===== config.mk =====
export PLATFORM = sky130hd
export DESIGN_NAME = mlp_sequencer
export DESIGN_NICKNAME = d
export VERILOG_FILES = /design/src/rtl/mlp_sequencer.sv
export SDC_FILE = /design/constraint.sdc
export NUM_CORES = 2
export LEC_CHECK = 0
export CORE_MARGIN = 5
export CORE_UTILIZATION = 50
export DETAILED_ROUTE_END_ITERATION = 7
export HOLD_SLACK_MARGIN = 0.15
export PLACE_DENSITY = 0.69
export SLEW_MARGIN = 20
export SYNTH_ARGS = -nofsm -noshare
export SYNTH_HDL_FRONTEND = slang
export SYNTH_SLANG_ARGS = --single-unit

===== constraint.sdc =====
create_clock -name clk -period 8.5 [get_ports clk]
set_input_delay 0.85 -clock clk [delete_from_list [all_inputs] [get_ports clk]]
set_output_delay 0.85 -clock clk [all_outputs]
set_load 0.03 [all_outputs]

===== src/rtl/mlp_sequencer.sv =====
// mlp_sequencer: time-shared single-MAC sequencer for a 2-layer MLP denoiser.
// Buffers one N1-sample vector, runs layer 1 through the tanh LUT, runs layer 2
// and returns one saturated W_OUT result per vector. LUT reads are combinational.
module mlp_sequencer #(
   parameter int N1        = 98,
   parameter int N2        = 10,
   parameter int W_K       = 4,
   parameter int W_X       = 8,
   parameter int W_OUT     = 16,
   parameter int ACT_SHIFT = 4,
   parameter int OUT_SHIFT = 8
) (
   input  logic                         clk,
   input  logic                         rstn,
   input  logic                         s_valid,
   output logic                         s_ready,
   input  logic [W_X-1:0]               s_data,
   output logic                         m_valid,
   input  logic                         m_ready,
   output logic [W_OUT-1:0]             m_data,
   output logic                         busy,
   output logic [1:0]                   w_sel,
   output logic [$clog2(N2+1)-1:0]      w_neuron,
   output logic [$clog2(N1/2+1)-1:0]    w_idx,
   input  logic [W_K-1:0]               w_data,
   output logic [W_K-1:0]               tanh_idx,
   input  logic [W_OUT-1:0]             tanh_data
);

   localparam int HALF   = N1 / 2;
   localparam int CNT_W  = $clog2(N1);
   localparam int NEU_W  = $clog2(N2 + 1);
   localparam int IDX_W  = $clog2(N1 / 2 + 1);
   localparam int HID_W  = $clog2(N2);
   localparam int ACC1_W = W_X + W_K + $clog2(N1 + 2) + 1;
   localparam int ACC2_W = W_OUT + W_K + $clog2(N2 + 1) + 1;

   localparam logic signed [ACC1_W-1:0] T_MAX = ACC1_W'(2 ** (W_K - 1) - 1);
   localparam logic signed [ACC1_W-1:0] T_MIN = ACC1_W'(-(2 ** (W_K - 1)));
   localparam logic signed [ACC2_W-1:0] O_MAX = ACC2_W'(2 ** (W_OUT - 1) - 1);
   localparam logic signed [ACC2_W-1:0] O_MIN = ACC2_W'(-(2 ** (W_OUT - 1)));

   typedef enum logic [2:0] {
      S_LOAD, S_L1_MAC, S_L1_BIAS_M, S_L1_BIAS_P, S_L1_ACT, S_L2_MAC, S_L2_BIAS, S_OUT
   } state_t;

   state_t                     r_state, w_next;
   logic [CNT_W-1:0]           r_cnt;
   logic [NEU_W-1:0]           r_neuron;
   logic signed [ACC1_W-1:0]   r_acc1;
   logic signed [ACC2_W-1:0]   r_acc2;
   logic                       r_m_valid;
   logic [W_OUT-1:0]           r_m_data;
   logic signed [W_X-1:0]      r_x [N1];
   logic signed [W_OUT-1:0]    r_h [N2];

   logic                       w_s_hs, w_last_x, w_last_h, w_last_neuron;
   logic signed [ACC1_W-1:0]   w_w1, w_x1, w_prod1, w_shift1, w_t;
   logic signed [ACC2_W-1:0]   w_w2, w_h2, w_shift2, w_o;
   logic [W_K-1:0]             w_tanh_idx;
   logic [W_OUT-1:0]           w_sat;

   assign s_ready       = rstn && (r_state == S_LOAD);
   assign busy          = rstn && (r_state != S_LOAD);
   assign m_valid       = r_m_valid;
   assign m_data        = r_m_data;
   assign w_s_hs        = s_valid && s_ready;
   assign w_last_x      = (r_cnt == CNT_W'(N1 - 1));
   assign w_last_h      = (r_cnt == CNT_W'(N2 - 1));
   assign w_last_neuron = (r_neuron == NEU_W'(N2 - 1));

   // Datapath arithmetic: sign-extended MAC operands, activation clamp, output saturation
   always_comb begin
      w_w1     = ACC1_W'($signed(w_data));
      w_x1     = ACC1_W'(r_x[r_cnt]);
      w_prod1  = w_w1 * w_x1;
      w_w2     = ACC2_W'($signed(w_data));
      w_h2     = ACC2_W'(r_h[r_cnt[HID_W-1:0]]);
      w_shift1 = r_acc1 >>> ACT_SHIFT;
      if (w_shift1 > T_MAX)      w_t = T_MAX;
      else if (w_shift1 < T_MIN) w_t = T_MIN;
      else                       w_t = w_shift1;
      w_tanh_idx = W_K'(w_t - T_MIN);
      w_shift2 = r_acc2 >>> OUT_SHIFT;
      if (w_shift2 > O_MAX)      w_o = O_MAX;
      else if (w_shift2 < O_MIN) w_o = O_MIN;
      else                       w_o = w_shift2;
      w_sat = W_OUT'(w_o);
   end

   // Next-state logic
   always_comb begin
      w_next = r_state;
      case (r_state)
         S_LOAD:      if (w_s_hs && w_last_x) w_next = S_L1_MAC;
         S_L1_MAC:    if (w_last_x) w_next = S_L1_BIAS_M;
         S_L1_BIAS_M: w_next = S_L1_BIAS_P;
         S_L1_BIAS_P: w_next = S_L1_ACT;
         S_L1_ACT:    w_next = w_last_neuron ? S_L2_MAC : S_L1_MAC;
         S_L2_MAC:    if (w_last_h) w_next = S_L2_BIAS;
         S_L2_BIAS:   w_next = S_OUT;
         S_OUT:       if (r_m_valid && m_ready) w_next = S_LOAD;
         default:     w_next = S_LOAD;
      endcase
   end

   // LUT address decode from registered state/counters; zero when unused
   always_comb begin
      w_sel    = '0;
      w_neuron = '0;
      w_idx    = '0;
      tanh_idx = '0;
      case (r_state)
         S_L1_MAC: begin
            w_neuron = r_neuron;
            if (r_cnt < CNT_W'(HALF)) begin
               w_sel = 2'd0;
               w_idx = IDX_W'(r_cnt);
            end else begin
               w_sel = 2'd1;
               w_idx = IDX_W'(r_cnt - CNT_W'(HALF));
            end
         end
         S_L1_BIAS_M: begin
            w_neuron = r_neuron;
            w_sel    = 2'd0;
            w_idx    = IDX_W'(HALF);
         end
         S_L1_BIAS_P: begin
            w_neuron = r_neuron;
            w_sel    = 2'd1;
            w_idx    = IDX_W'(HALF);
         end
         S_L1_ACT:  tanh_idx = w_tanh_idx;
         S_L2_MAC: begin
            w_sel = 2'd2;
            w_idx = IDX_W'(r_cnt);
         end
         S_L2_BIAS: begin
            w_sel = 2'd2;
            w_idx = IDX_W'(N2);
         end
         default: ;
      endcase
   end

   // State, counters, accumulators and registered output; m_valid rises one
   // cycle after entering OUT so the result is driven straight from a flop
   always_ff @(posedge clk) begin
      if (!rstn) begin
         r_state   <= S_LOAD;
         r_cnt     <= '0;
         r_neuron  <= '0;
         r_acc1    <= '0;
         r_acc2    <= '0;
         r_m_valid <= 1'b0;
         r_m_data  <= '0;
      end else begin
         r_state <= w_next;
         case (r_state)
            S_LOAD: begin
               if (w_s_hs) begin
                  r_cnt <= w_last_x ? '0 : r_cnt + 1'b1;
                  if (w_last_x) begin
                     r_neuron <= '0;
                     r_acc1   <= '0;
                     r_acc2   <= '0;
                  end
               end
            end
            S_L1_MAC: begin
               r_acc1 <= r_acc1 + w_prod1;
               r_cnt  <= w_last_x ? '0 : r_cnt + 1'b1;
            end
            S_L1_BIAS_M, S_L1_BIAS_P: r_acc1 <= r_acc1 + w_w1;
            S_L1_ACT: begin
               r_acc1   <= '0;
               r_neuron <= r_neuron + 1'b1;
            end
            S_L2_MAC: begin
               r_acc2 <= r_acc2 + w_w2 * w_h2;
               r_cnt  <= w_last_h ? '0 : r_cnt + 1'b1;
            end
            S_L2_BIAS: r_acc2 <= r_acc2 + w_w2;
            S_OUT: begin
               if (!r_m_valid) begin
                  r_m_valid <= 1'b1;
                  r_m_data  <= w_sat;
               end else if (m_ready) begin
                  r_m_valid <= 1'b0;
                  r_m_data  <= '0;
               end
            end
            default: ;
         endcase
      end
   end

   // Sample buffer and hidden-layer storage (no reset needed, always rewritten before use)
   always_ff @(posedge clk) begin
      if (r_state == S_LOAD && w_s_hs) r_x[r_cnt] <= s_data;
      if (r_state == S_L1_ACT) r_h[r_neuron[HID_W-1:0]] <= tanh_data;
   end

endmodule


# Word level (Yosys, flattened, before mapping)
# Memory sizes are Yosys's and may differ from the RTL's. A register that Yosys moved wholly into a read port is not among the register bits.
# Cells that the tools add are included.
# totals
reg_bits	76
ram_bits	944
word_cells	103
n_memories	2
# mem_list
memory	words	word_bits	rd	rd_ports_with_merged_regs	write_ports	line	rtl
r_x	98	8	1	1	1	54	logic signed [W_X-1:0] r_x [N1];
r_h	10	16	1	1	1	55	logic signed [W_OUT-1:0] r_h [N2];
# op_classes
n_addsub	8
multipliers	2
order_cmp	5
n_eq_ne	17
mux	41
reduce_logical	21
# ops
cell	n
20-bit case mux with 4 select lines	1
25-bit case mux with 3 select lines	1
16-bit two-way mux	4
25-bit two-way mux	2
20-bit two-way mux	2
7-bit two-way mux	5
4-bit two-way mux	8
25-bit by 20-bit adder with 25-bit output	1
25-bit by 4-bit adder with 25-bit output	1
3-bit case mux with 8 select lines	1
6-bit case mux with 4 select lines	1
7-bit case mux with 3 select lines	1
20-bit by 12-bit adder with 20-bit output	1
20-bit by 4-bit adder with 20-bit output	1
4-bit by 16-bit multiplier with 20-bit output	1
17-bit by 16-bit > comparator with 1-bit output (second input constant)	1
17-bit by 16-bit less-than comparator with 1-bit output (second input constant)	1
16-bit by 4-bit > comparator with 1-bit output (second input constant)	1
16-bit by 4-bit less-than comparator with 1-bit output (second input constant)	1
3-bit two-way mux	5
3-bit equality test (second input constant)	4
4-bit by 8-bit multiplier with 12-bit output	1
2-bit != test (second input constant)	6
3-bit AND reduction	3
other kinds (24)	40

# Depth between registers and ports, before layout
# depth
ltp_word	7
mapped_depth	27
ltp_nobuf	23

# Worst setup path after synthesis
# No wires, ideal clock.
# synth_timing
path_kind	reg-to-reg
startpoint	register with a tool-made name
endpoint	register r_acc1[19]
setup_ps	120
arrival_ps	7110
required_time_ps	8380
setup_slack_ps	1270
stages_incl_launch_ff	24
n_path_buf	4
period_less_slack_ps	7230
path_cell_list	dfxtp_1 > buf_2 > buf_2 > buf_2 > buf_1 > mux4_2 > mux4_2 > mux4_2 > mux2_2 > and2_1 > fa_1 > fa_1 > inv_1 > fa_1 > inv_1 > ha_1 > a21o_1 > a2111oi_1 > nor2_1 > a211o_1 > a2111o_1 > and4b_1 > or4_1 > o31a_1
# synth_rtl
element	line	rtl
to (signal assigned)	172	r_acc1 <= r_acc1 + w_prod1;
to (signal assigned)	175	S_L1_BIAS_M, S_L1_BIAS_P: r_acc1 <= r_acc1 + w_w1;
to (decl)	50	logic signed [ACC1_W-1:0] r_acc1;

==> out/metrics.sh <==
POSTPLACECELLAREA_UM2=50100
FIRST_GLOBAL_VIAS=27400
MAX_CAP_VIOL_COUNT=0
REG2REG_DEPTH=22
PLACEMENT.IO_BUFFERS=66
MAX_CLOCK_SKEW_NS=0.0628
GLOBAL_ROUTE_TOTAL_OVERFLOW=0
SYNTH_TOP_AREA_SHARE_PCT=59.0
ROW_COUNT=113
NUMBER_OF_ANTENNA_VIOLATIONS_AT_THE_FIRST_CHECK_IN_GLOBAL_ROUTING=2
LARGEST_NET_DEGREE_AT_THE_START_OF_GLOBAL_ROUTING=99
POWERDENSITY_nW_PER_UM2=211
INSERTEDDIODECOUNT=0
CLK_TRANSITION_REPORTED_PATHS_NS=0.06
DIE-WIDTH_UM=320
FINAL_CELL_MIX='944 x edfxtp_1, 263 x mux4_2, 229 x inv_1, 211 x nor2_1, 142 x ha_1'
WORSTSETUPPATHTYPE='register to register'
SYNTH_FLOP_CELL='edfxtp_1'
YS_SEQ_ELEMENTS=1027
TRITONCTS='built'
LEAKAGEPOWER_nW=18.0
SETUP_TOTAL_NEGATIVE_SLACK_NS=0
WL_MM=108
IR_DROP_uV=171
POST_SYNTH_INST_COUNT=3007
HTREEDEPTH=3
VIA_DENSITY_PER_INSTANCE=6.02
CHIPHEIGHT_UM=320
FINISH.NET_COUNT=3368
R2R_END='r_acc1[19]$_SDFFE_PN0P_'
MIN-DELAY-START='m_data[6]$_SDFFE_PN0P_'
STARTING_DENSITY_OF_THE_CORE_PCT=50.5
CLOCK_SINKS=1027
POST_SYNTH_MAIN_AREA_CONTRIBUTORS='edfxtp_1 59%, mux4_2 12%, fa_1 4.3%'
POSTSYNTH.ASYNCRESETSHARE_PCT=0
CRITPATHLAUNCHTYPE='register'
N_FILL_CELL=7247
POST_SYNTH_INSTANCE_AREA_UM2=48100
DRT_ITER0_DRC=2437
GLOBAL_ROUTE_WIRE_LENGTH_BEFORE_REPAIR_MM=166
WORSTPATHARRIVAL_NS=8.67
TIMING.MAX_SLEW.REL_SLACK_PCT=25.3
SYNTH-EDFF-COUNT=944
POST-ROUTE-WORST-SETUP-SLACK_NS=0.402
GRT_SETUP_UNREPAIRED='false'
FLOORPLAN.CORE_AREA_UM2=95200
CLOCK-ROOT-BUFFER='clkbuf_16'
WORSTHOLDENDPOINT='m_data[6]$_SDFFE_PN0P_'
SYNTH_FP_NETS=3285
DETAILEDROUTE.FIRSTPASSITERATIONCOUNT=6
SYNTHDISTINCTLIBCELLS=75
PERIOD_NEEDED_NS=8.10
FIN_CRIT_SH_PCT=95.3
YOSYSTOPAREACELL='edfxtp_1'
LAYOUT_COMMONEST_CELL='edfxtp_1'
SYN_AVG_CELL_AREA_UM2=16.0
WORST_PIN_SLEW_NS=1.12
DIE_OUTLINE_AREA_UM2=102000
DETAILEDPLACE.WORSTSLACK_NS=0.288
IO_PINS=67
SYNTH.YOSYS.WARNINGS=0
TIMING.CRITICAL_PATH.FANOUT_MAX=43
TRITONCTS.NUM_BUFFERS=103
TIMING.FINAL.MAX_SLEW_VIOLATIONS=0
WORSTHOLDPATHCELLS=2
FIN_TOTAL_PWR_mW=11.3
GP_CONGESTION=0.891
GRT_UTIL_ALL_LAYERS_PCT=20.9
POSTROUTEANTENNANETS=0
LAYOUT-DRIVE-GT1-SHARE_PCT=15.6
WIRE_PER_INST_UM=24.3
ROUTED-VIA-COUNT=26700
POSTCTSHOLDBUFS=0
HOLDCRITPATHCLASS='register to register'
STATUS='complete, no violations'
CRITICAL_PATH.ENDPOINT_TYPE='register'
TIMING.CRITICAL_PATH.REQUIRED_NS=9.07
TIMING.REG2REG.SETUP_SLACK_NS=0.40
CLK_LATENCY_WORST_SKEW_PAIR_NS=0.68
HPWL_MM=70.5
FMAXACHIEVABLE_MHz=123
YS_SEQ_AREA_SHARE_PCT=62.4
FINALSETUPVIOLATIONS=0
AREA_ADDED_BETWEEN_SYNTHESIS_AND_FINISH_PCT=11.2
NUMBER_OF_DESIGN_RULE_VIOLATIONS_LEFT_AFTER_DETAIL_ROUTING=0
CTS-ROOT-TO-SINK-BUFFERS=3
REPORT.FINAL.HOLD_VIOL_COUNT=0
STDCELL_AREA_UM2=53400
[logic make-up after synthesis]
family	after synthesis	share of synthesized area [%]
AND/OR/NAND/NOR	568	5.74
multiplexers	315	13.7
adder cells (fa/ha/maj)	246	8.03
XOR/XNOR	71	1.29
AO/OA/AOI/OAI	415	5.80
buffers and inverters	365	3.04
flip-flops	1027	62.4
[critical path: stages, from the launching register on]
cell and delay [ns]:
dfxtp_4 0.66, buf_12 0.39, mux4_2 0.55, a22o_1 0.18, a221oi_1 0.53, o32ai_1 0.29
nor3_2 0.41, nor2b_1 0.14, a21o_1 0.18, ha_1 0.53, inv_1 0.15, fa_1 0.47
fa_1 0.50, inv_1 0.04, ha_1 0.32, a21o_1 0.20, a2111oi_1 0.50, nor2_1 0.11
a211o_1 0.36, a2111o_1 0.46, and4b_1 0.19, or4_1 0.53, o31a_1 0.30
[per-layer routing]
metal | wire [um] | part of all wire (%) | track usage (%) | vias up
met4 | 2420 | 2.3 | 5.46 | 0
met3 | 8290 | 7.7 | 3.84 | 159
met1 | 45500 | 42 | 30.3 | 13700
li1 | - | - | - | 11800
met2 | 51300 | 48 | 33.4 | 1037
met5 | 0 | 0 | 0 | -
[sequential cells by signal (all words and copies together), names as in the netlist, named ones only]
register and flops:
r_acc1 20, r_h 160, r_acc2 25, r_x 784, m_data 16, m_valid 1
r_cnt 7, r_state 3, r_neuron 4
[cell type report]
| cell class | count | area [um^2] | area share [%] |
|---|---|---|---|
| Sequential cell | 1027 | 30000 | 56.2 |
| Multi-Input combinational cell | 1615 | 16600 | 31.1 |
| Clock buffer | 126 | 2690 | 5.02 |
| Tap cell | 1265 | 1580 | 2.96 |
| Timing Repair Buffer | 112 | 1070 | 1.99 |
| Inverter | 231 | 867 | 1.62 |
| Clock inverter | 57 | 593 | 1.11 |
[per-stage QoR]
step                cells  utilization, %  hold WS [ns]
floorplan            3007               -         0.462
global placement     4250            52.7         0.438
detailed placement   4250            52.7         0.446
CTS                  4433            56.1         0.452
global route         4433            56.2         0.473
finish               4433            56.2         0.452
[cell usage after synthesis, types with 16 or more instances]
| library cell | instances |
|---|---|
| a222oi_1 | 17 |
| nand2b_1 | 16 |
| nand3_1 | 33 |
| mux2i_1 | 38 |
| nor2b_1 | 39 |
| mux4_2 | 263 |
| and2_1 | 77 |
| nand2_1 | 88 |
| clkbuf_1 | 70 |
| o21a_1 | 24 |
| a211oi_1 | 39 |
| xor2_1 | 28 |
| edfxtp_1 | 944 |
| a22oi_1 | 17 |
| xnor2_1 | 43 |
| o21ai_0 | 64 |
| nor3_1 | 35 |
| a21o_1 | 32 |
| fa_1 | 104 |
| inv_1 | 229 |
| a21oi_1 | 122 |
| buf_2 | 31 |
| buf_1 | 25 |
| ha_1 | 142 |
| nor2_1 | 212 |
| dfxtp_1 | 83 |
[how the worst max path moves through the flow]
stage                                   end  slack (ns)  depth (start not counted)
CTS                 r_acc1[19]$_SDFFE_PN0P_        0.25                         21
detailed placement  r_acc1[19]$_SDFFE_PN0P_        0.29                         21
global route        r_acc1[19]$_SDFFE_PN0P_        0.04                         22
floorplan           r_acc1[19]$_SDFFE_PN0P_        1.27                         23
global placement    r_acc1[19]$_SDFFE_PN0P_        0.23                         21
finish              r_acc1[19]$_SDFFE_PN0P_        0.40                         22
[where the power goes]
part / switching (mW) / total (mW) / internal (mW)
clock: 1.88 / 4.40 / 2.52
sequential: 0.0110 / 5.53 / 5.52
combinational: 0.771 / 1.35 / 0.574
[what timing repair did]
item                                   4_1_cts  5_1_grt
buffers inserted                             0        0
endpoints found under the hold margin        0        0
setup endpoints to repair                    0        1
resized for setup                            0        2
Power figures use the tool's default switching activity.
